`src/rtl/sbox_arbiter.sv`:
```
// Shares LANES Rijndael S-box lookups between the round datapath (128-bit SubBytes)
// and key expansion (32-bit SubWord), round-robin arbitrated, LANES bytes per cycle.
module sbox_arbiter #(
    parameter int unsigned LANES = 4
) (
    input  logic         clk,
    input  logic         rst,
    input  logic         data_req,
    input  logic [127:0] data_in,
    output logic         data_ack,
    output logic         data_done,
    output logic [127:0] data_out,
    input  logic         key_req,
    input  logic [31:0]  key_in,
    output logic         key_ack,
    output logic         key_done,
    output logic [31:0]  key_out,
    output logic         busy
);

    typedef enum logic [1:0] {IDLE, DATA_RUN, KEY_RUN} state_t;

    localparam logic [3:0] DATA_LAST = 4'(16 / LANES - 1);
    localparam logic [3:0] KEY_LAST  = 4'(4 / LANES - 1);

    state_t       state, state_next;
    logic         last_key;
    logic [3:0]   cnt;
    logic [127:0] operand;
    logic [127:0] work;
    logic [127:0] work_next;
    logic         grant_key, grant_data;
    logic         last_chunk;

    function automatic logic [7:0] gf_mul(input logic [7:0] a, input logic [7:0] b);
        logic [7:0] p;
        logic [7:0] x;
        p = '0;
        x = a;
        for (int unsigned i = 0; i < 8; i++) begin
            if (b[i]) p = p ^ x;
            x = {x[6:0], 1'b0} ^ (x[7] ? 8'h1b : 8'h00);
        end
        return p;
    endfunction

    // Multiplicative inverse as x^254 (0 maps to 0), then the affine transform.
    function automatic logic [7:0] sbox(input logic [7:0] v);
        logic [7:0] r;
        logic [7:0] p;
        r = 8'h01;
        p = v;
        for (int unsigned i = 0; i < 8; i++) begin
            if (i != 0) r = gf_mul(r, p);
            p = gf_mul(p, p);
        end
        return r ^ {r[6:0], r[7]} ^ {r[5:0], r[7:6]} ^ {r[4:0], r[7:5]}
                 ^ {r[3:0], r[7:4]} ^ 8'h63;
    endfunction

    assign grant_key  = key_req && (!data_req || !last_key);
    assign grant_data = data_req && !grant_key;
    assign last_chunk = (state == DATA_RUN && cnt == DATA_LAST) ||
                        (state == KEY_RUN  && cnt == KEY_LAST);
    assign busy       = (state != IDLE);

    always_comb begin
        work_next = work;
        for (int unsigned l = 0; l < LANES; l++) begin
            work_next[(32'(cnt) * LANES + l) * 8 +: 8] =
                sbox(operand[(32'(cnt) * LANES + l) * 8 +: 8]);
        end
    end

    always_comb begin
        state_next = state;
        case (state)
            IDLE: begin
                if (grant_key)       state_next = KEY_RUN;
                else if (grant_data) state_next = DATA_RUN;
            end
            DATA_RUN, KEY_RUN: begin
                if (last_chunk) state_next = IDLE;
            end
            default: state_next = IDLE;
        endcase
    end

    always_ff @(posedge clk or posedge rst) begin
        if (rst) state <= IDLE;
        else     state <= state_next;
    end

    always_ff @(posedge clk or posedge rst) begin
        if (rst) begin
            last_key  <= 1'b0;
            cnt       <= '0;
            operand   <= '0;
            work      <= '0;
            data_out  <= '0;
            key_out   <= '0;
            data_ack  <= 1'b0;
            key_ack   <= 1'b0;
            data_done <= 1'b0;
            key_done  <= 1'b0;
        end else begin
            data_ack  <= (state == IDLE) && grant_data;
            key_ack   <= (state == IDLE) && grant_key;
            data_done <= (state == DATA_RUN) && last_chunk;
            key_done  <= (state == KEY_RUN) && last_chunk;
            if (state == IDLE) begin
                if (grant_key || grant_data) begin
                    operand  <= grant_key ? {96'h0, key_in} : data_in;
                    cnt      <= '0;
                    last_key <= grant_key;
                end
            end else begin
                work <= work_next;
                // cnt wraps to 0 on the last chunk so lane indices never run past byte 15
                if (last_chunk) begin
                    cnt <= '0;
                    if (state == DATA_RUN) data_out <= work_next;
                    else                   key_out  <= work_next[31:0];
                end else begin
                    cnt <= cnt + 4'd1;
                end
            end
        end
    end

endmodule

```
`config.mk`:
```
export PLATFORM = sky130hd
export DESIGN_NAME = sbox_arbiter
export DESIGN_NICKNAME = d
export VERILOG_FILES = /design/src/rtl/sbox_arbiter.sv
export SDC_FILE = /design/constraint.sdc
export NUM_CORES = 2
export LEC_CHECK = 0
export CAP_MARGIN = 20
export CORE_UTILIZATION = 30
export CTS_BUF_LIST = sky130_fd_sc_hd__clkbuf_4
export CTS_CLUSTER_DIAMETER = 30
export DETAILED_ROUTE_END_ITERATION = 16
export GPL_TIMING_DRIVEN = 0
export PLACE_DENSITY = 0.43
export SYNTH_ARGS = -nofsm -noshare
export SYNTH_HDL_FRONTEND = slang
export SYNTH_SLANG_ARGS = --single-unit
export TNS_END_PERCENT = 20
```
`constraint.sdc`:
```
create_clock -name clk -period 36.6 [get_ports clk]
set_input_delay 7.32 -clock clk [delete_from_list [all_inputs] [get_ports clk]]
set_output_delay 7.32 -clock clk [all_outputs]
set_load 0.1 [all_outputs]
```
After elaboration in Yosys (flattened, before gate mapping)
Index checks and enable logic that the tools add are counted.
Cells by class
  $add $sub $neg: 8
  equality and inequality tests: 6
  shift-type cells: 12
  muxes and demuxes: 824
  bitwise logic cells: 778
  reduce and logical (&&, ||, !) cells: 22
Operators with widths (number)
  two-way mux 8 bit: 420
  XOR 8 bit: 380
  XOR 8 x 5 -> 8 bit: 364
  two-way mux 5 bit: 368
  bitwise mux 128 bit: 4
  variable shift 8 x 34 -> 128 bit, first input constant: 4
  variable part select 8 x 34 -> 128 bit: 4
  variable part select 128 x 33 -> 8 bit: 3
  two-way mux 128 bit: 1
  variable part select 128 x 10 -> 8 bit: 1
  negation 10 -> 34 bit: 3
  negation 9 -> 34 bit: 1
  two-way mux 4 bit: 7
  two-way mux 7 bit: 4
  inverter 1 bit, first input constant: 28
  two-way mux 6 bit: 4
  inverter 4 bit: 4
  adder 6 x 2 -> 7 bit, second input constant: 2
  two-way mux 2 bit: 7
  two-way mux 3 bit: 4
  logical AND 1 bit: 8
  adder 6 x 1 -> 7 bit, second input constant: 1
  AND reduction 3 bit: 2
  adder 4 x 1 -> 4 bit, second input constant: 1
  16 further kinds: 25
Storage, ports and cells
  register bits: 427
  bits of input ports: 164
  output and inout bits: 165
  logic and storage cells: 1661

Depth between registers and ports, before layout
  depth in word-level cells: 138
  depth in mapped cells: 80
  gate-level depth less buffers: 65

Worst setup path after synthesis
No wires, ideal clock.
  path kind: flip-flop to flip-flop
  start: register cnt[1]
  end: register data_out[11]
  arrival time: 17785 ps
  data required time: 36505 ps
  slack: 18719 ps
  cell stages (with the launch flop): 73
  period minus slack after synthesis: 17881 ps
  path through: dfrtp_1 buf_4 or3_4 buf_6 o22a_1 inv_2 buf_4 buf_4 ha_1 or4b_2 o32a_1 a211oi_1 a211oi_1 a21oi_1 buf_1 o21ai_1 nand2_1 inv_2 (+37 left out) o21ai_1 xor2_1 mux2i_1 xnor2_1 a21oi_1 o22ai_1 xnor3_1 xnor2_2 xor2_1 nor2b_1 xnor2_1 xnor2_1 xnor2_1 xor2_1 xnor2_2 xor2_1 nor2_1 o31ai_1
On the way
  cells in the longest elaborated chain, start to end: 135
  elaborated cells on any way between the ends: 1589
RTL lines
  start, declared: RTL line 28  | logic [3:0] cnt;
  start signal, assigned: RTL line 125  | cnt <= cnt + 4'd1;
  adder 6 x 1 -> 7 bit or variable part select 128 x 10 -> 8 bit (tied branches): RTL line 70, 71
  variable part select 128 x 33 -> 8 bit, or another cell as far along: RTL line 71  | sbox(operand[(32'(cnt) * LANES + l) * 8 +: 8]);
  two-way mux 5 bit, or another cell as far along: RTL line 42  | x = {x[6:0], 1'b0} ^ (x[7] ? 8'h1b : 8'h00);
  XOR 8 x 5 -> 8 bit, or another cell as far along: RTL line 42
  XOR 8 bit or two-way mux 8 bit (tied branches): RTL line 41  | if (b[i]) p = p ^ x;
  two-way mux 8 bit or XOR 8 bit (tied branches): RTL line 41
  XOR 8 bit or two-way mux 8 bit (tied branches): RTL line 41
  two-way mux 8 bit or XOR 8 bit (tied branches): RTL line 41
  (+116 left out)
  XOR 8 bit or two-way mux 8 bit (tied branches): RTL line 41
  two-way mux 8 bit or XOR 8 bit (tied branches): RTL line 41, 57
  XOR 8 bit (2 in series): RTL line 57  | return r ^ {r[6:0], r[7]} ^ {r[5:0], r[7:6]} ^ {r[4:0], r[7:5]}
  XOR 8 bit, on equally long branches: RTL line 57, 58
  XOR 8 bit or inverter 4 bit (tied branches)
  inverter 4 bit (no source line) or variable part select 8 x 34 -> 128 bit (tied branches)
  variable part select 8 x 34 -> 128 bit or bitwise mux 128 bit (tied branches): RTL line 70  | work_next[(32'(cnt) * LANES + l) * 8 +: 8] =
  bitwise mux 128 bit (3 in series): RTL line 70
  end signal, assigned: RTL line 122  | if (state == DATA_RUN) data_out <= work_next;
  end, declared: RTL line 12  | output logic [127:0] data_out,
Parallel ways exist; a longest one is shown, timed or not.
A chain may end at the register's enable or synchronous reset.

Final worst setup path
Ends and elaborated chain as after synthesis.

==> results_dict.tcl <==
set metrics [dict create \
    path_delay_family "XOR/XNOR gates" \
    postSynth.asyncResetShare_pct 100 \
    cp_max_fo 10 \
    avgSynthCellArea_um2 7.89 \
    via_per_inst 5.39 \
    cp_common_cell "xnor2_1" \
    fin_crit_sh_pct 66.4 \
    drive_gt1_share_pct 8.87 \
    clk_root_buffer_cell "clkbuf_4" \
    cts_made_buffers 120 \
    setup_viol_count_final 0 \
    synth_top_cell_area_share_pct 17.9 \
    grt.overflow.total 0 \
    core_um2 258000 \
    die_w_um 512 \
    crit_arrival_ns 25.30 \
    hold_violations 0 \
    r2r_end "data_out[11]$_DFFE_PP0P_" \
    htree_levels 3 \
    synthToLayoutAreaGrowth_pct 12.3 \
    clkSinkCount 427 \
    ys_warn_count 0 \
    min_path_cells 1 \
    netlist_top_cells_area "xnor2_1 (18%), dfrtp_1 (14%), xnor3_1 (8.0%), nor2_1 (6.2%), nand2_1 (5.1%)" \
    routed_wl_um 301000 \
    drc 0 \
    period_needed_ns 24.30 \
    cp_num_buf_inv 20 \
    ys_ff_latch 427 \
    clock.fmax_ghz 0.0412 \
    cp.depth 73 \
    critPathCaptureType "register" \
    antenna_found_initial 10 \
    worstHoldEndpoint "data_out[48]$_DFFE_PP0P_" \
    synth_edf_count 0 \
    postCtsSetupBuffers 0 \
    synth_cell_type_count 127 \
    yosysMostFrequentCell "xnor2_1" \
    slowest_delay_ns 0.90 \
    worstMarginPinSlew_ns 1.18 \
    cts_tree "yes" \
    vias 74700 \
    first_pass_iters 8 \
    place_hpwl_um 233000 \
    port_buffers 328 \
    clk_pin_slew_ns 0.07 \
    grt_pass1_vias 73900 \
    grt_pass1_wl_um 463000 \
    synth_ff_type "dfrtp_1" \
    row_count 186 \
    multi_input_area_um2 63800 \
    ys_top_cells_by_count "xnor2_1 (1595), nor2_1 (1290), nand2_1 (1069)" \
    gp_congestion 0.915 \
    required_ns 37.61 \
    grt_usage_pct 22.3 \
    skew_ns 0.132 \
    cts-root-to-sink-buffers 3 \
    fin_nets 10600 \
    rsz0062_at_grt "false" \
    crit_type "reg2reg" \
    final_core_utilization_pct 34.0 \
    routedWlPerCell_um 21.7 \
    grt_start_max_net_pins 119 \
    num-fill-cells 27300 \
    cts-resized-gates 0 \
    pin_count 329 \
    reg2regPathDepth 73 \
    layout_setup_ws_ns 12.30 \
    critPathLaunchType "register" \
    r2r_slack_ns 12.30 \
    drtIter0Drc 6494 \
    crit_path_top_delay_cell "xnor2_1" \
    r2r_start "cnt[1]$_DFFE_PP0P_" \
    min_from "data_out[48]$_DFFE_PP0P_" \
    ctsHoldBuffers 0 \
    netlist_instances 9889 \
    yosysTopAreaCell "xnor2_1" \
    status "complete, no violations" \
    start_util_pct 30.3 \
    synth_area_um2 78000 \
    die_h_um 512 \
    drv_cap 0 \
    hold_class "reg2reg" \
    timing.slew.headroom_pct 19.3 \
    syn-num-nets 10100 \
    regArea_um2 10700 \
    drt.antenna.violating_nets 0 \
    die-area_um2 262000 \
    clk_latency_ns 1.11 \
    finalSetupTns_ns 0 \
    dp_slack_ns 12.51 \
    slew_violations 0 \
    ys_seq_area_share_pct 13.7 \
]
==> cells by family (layout without fill, tap and decap cells) <==
family                   after synthesis  in the layout  share of synthesized area [%]
other                                  0              3                              0
buffers and inverters                820           1399                           4.58
flip-flops                           427            427                           13.7
multiplexers                         461            461                           6.33
AO/OA/AOI/OAI                       2366           2366                           19.9
XOR/XNOR                            2551           2551                           37.1
adder cells (fa/ha/maj)               34             34                          0.545
AND/OR/NAND/NOR                     3230           3230                           17.8
==> layout by cell type, fill, tap and decap left out, drive strengths merged, types with 29 or more instances in the layout <==
cell type      synthesis  layout
a211oi               105     105
a21o                  65      65
a21oi                510     510
a221oi                29      29
a22o                 115     115
a22oi                 70      70
a31oi                 98      98
and2                  61      61
and3                  56      56
buf                  250     288
clkbuf               446     616
clkdlybuf4s50          0     328
clkinv                15      48
dfrtp                427     427
ha                    34      34
inv                  109     114
mux2                 120     120
mux2i                329     329
nand2               1073    1073
nand2b                57      57
nand3                205     205
nand4                 34      34
nor2                1295    1295
nor2b                 42      42
nor3                 226     226
nor4                  37      37
o211ai                81      81
o21a                  45      45
o21ai                688     688
o221ai                29      29
o22ai                139     139
o31ai                 38      38
or3                   58      58
xnor2               1765    1765
xnor3                301     301
xor2                 447     447
xor3                  38      38
==> state kept, by name (all words and copies together), names as in the netlist <==
register,count
data_ack,1
data_out,128
state,2
key_ack,1
operand,128
last_key,1
data_done,1
key_done,1
work,128
key_out,32
cnt,4
==> through the flow <==
stage / instances / hold WS [ns] / instance area, µm²
2_1_floorplan: 9889 / 0.444 / 78000
3_3_place_gp: 13600 / 0.458 / 85500
3_5_place_dp: 13600 / 0.463 / 85900
4_1_cts: 13800 / 0.481 / 87500
5_1_grt: 13900 / 0.493 / 87600
6_report: 13900 / 0.476 / 87600
==> cell type report <==
type,count,area share (%)
flip-flops and latches,427,12.2
diodes,3,0.00857
well taps,3384,4.83
clock buffers,170,1.46
inverters,124,0.540
plain buffers,696,3.55
multi-input cells,8642,72.8
clock inverters,43,0.371
repair buffers,366,4.25
==> layer usage <==
| layer | track usage (%) | routed length, µm | vias up | share of wire [%] |
|---|---|---|---|---|
| met3 | 1.69 | 13200 | 268 | 4.4 |
| li1 | - | - | 35600 | - |
| met5 | 0 | 59 | - | 0.020 |
| met1 | 31.0 | 142000 | 36700 | 47 |
| met4 | 4.52 | 4960 | 8 | 1.6 |
| met2 | 37.4 | 142000 | 2129 | 47 |
==> worst max-delay path by stage <==
stage | from | end | slack, ns
after floorplan | rst | cnt[0]$_DFFE_PP0P_ | 17.39
after global placement | rst | data_out[0]$_DFFE_PP0P_ | 10.96
after detailed placement | cnt[0]$_DFFE_PP0P_ | data_out[11]$_DFFE_PP0P_ | 12.51
after CTS | cnt[0]$_DFFE_PP0P_ | data_out[11]$_DFFE_PP0P_ | 12.61
after global routing | cnt[0]$_DFFE_PP0P_ | data_out[11]$_DFFE_PP0P_ | 10.82
final | cnt[1]$_DFFE_PP0P_ | data_out[11]$_DFFE_PP0P_ | 12.30
Power is not shown: default switching activity piles up to over one toggle a cycle in this logic, so the estimate is an artifact.
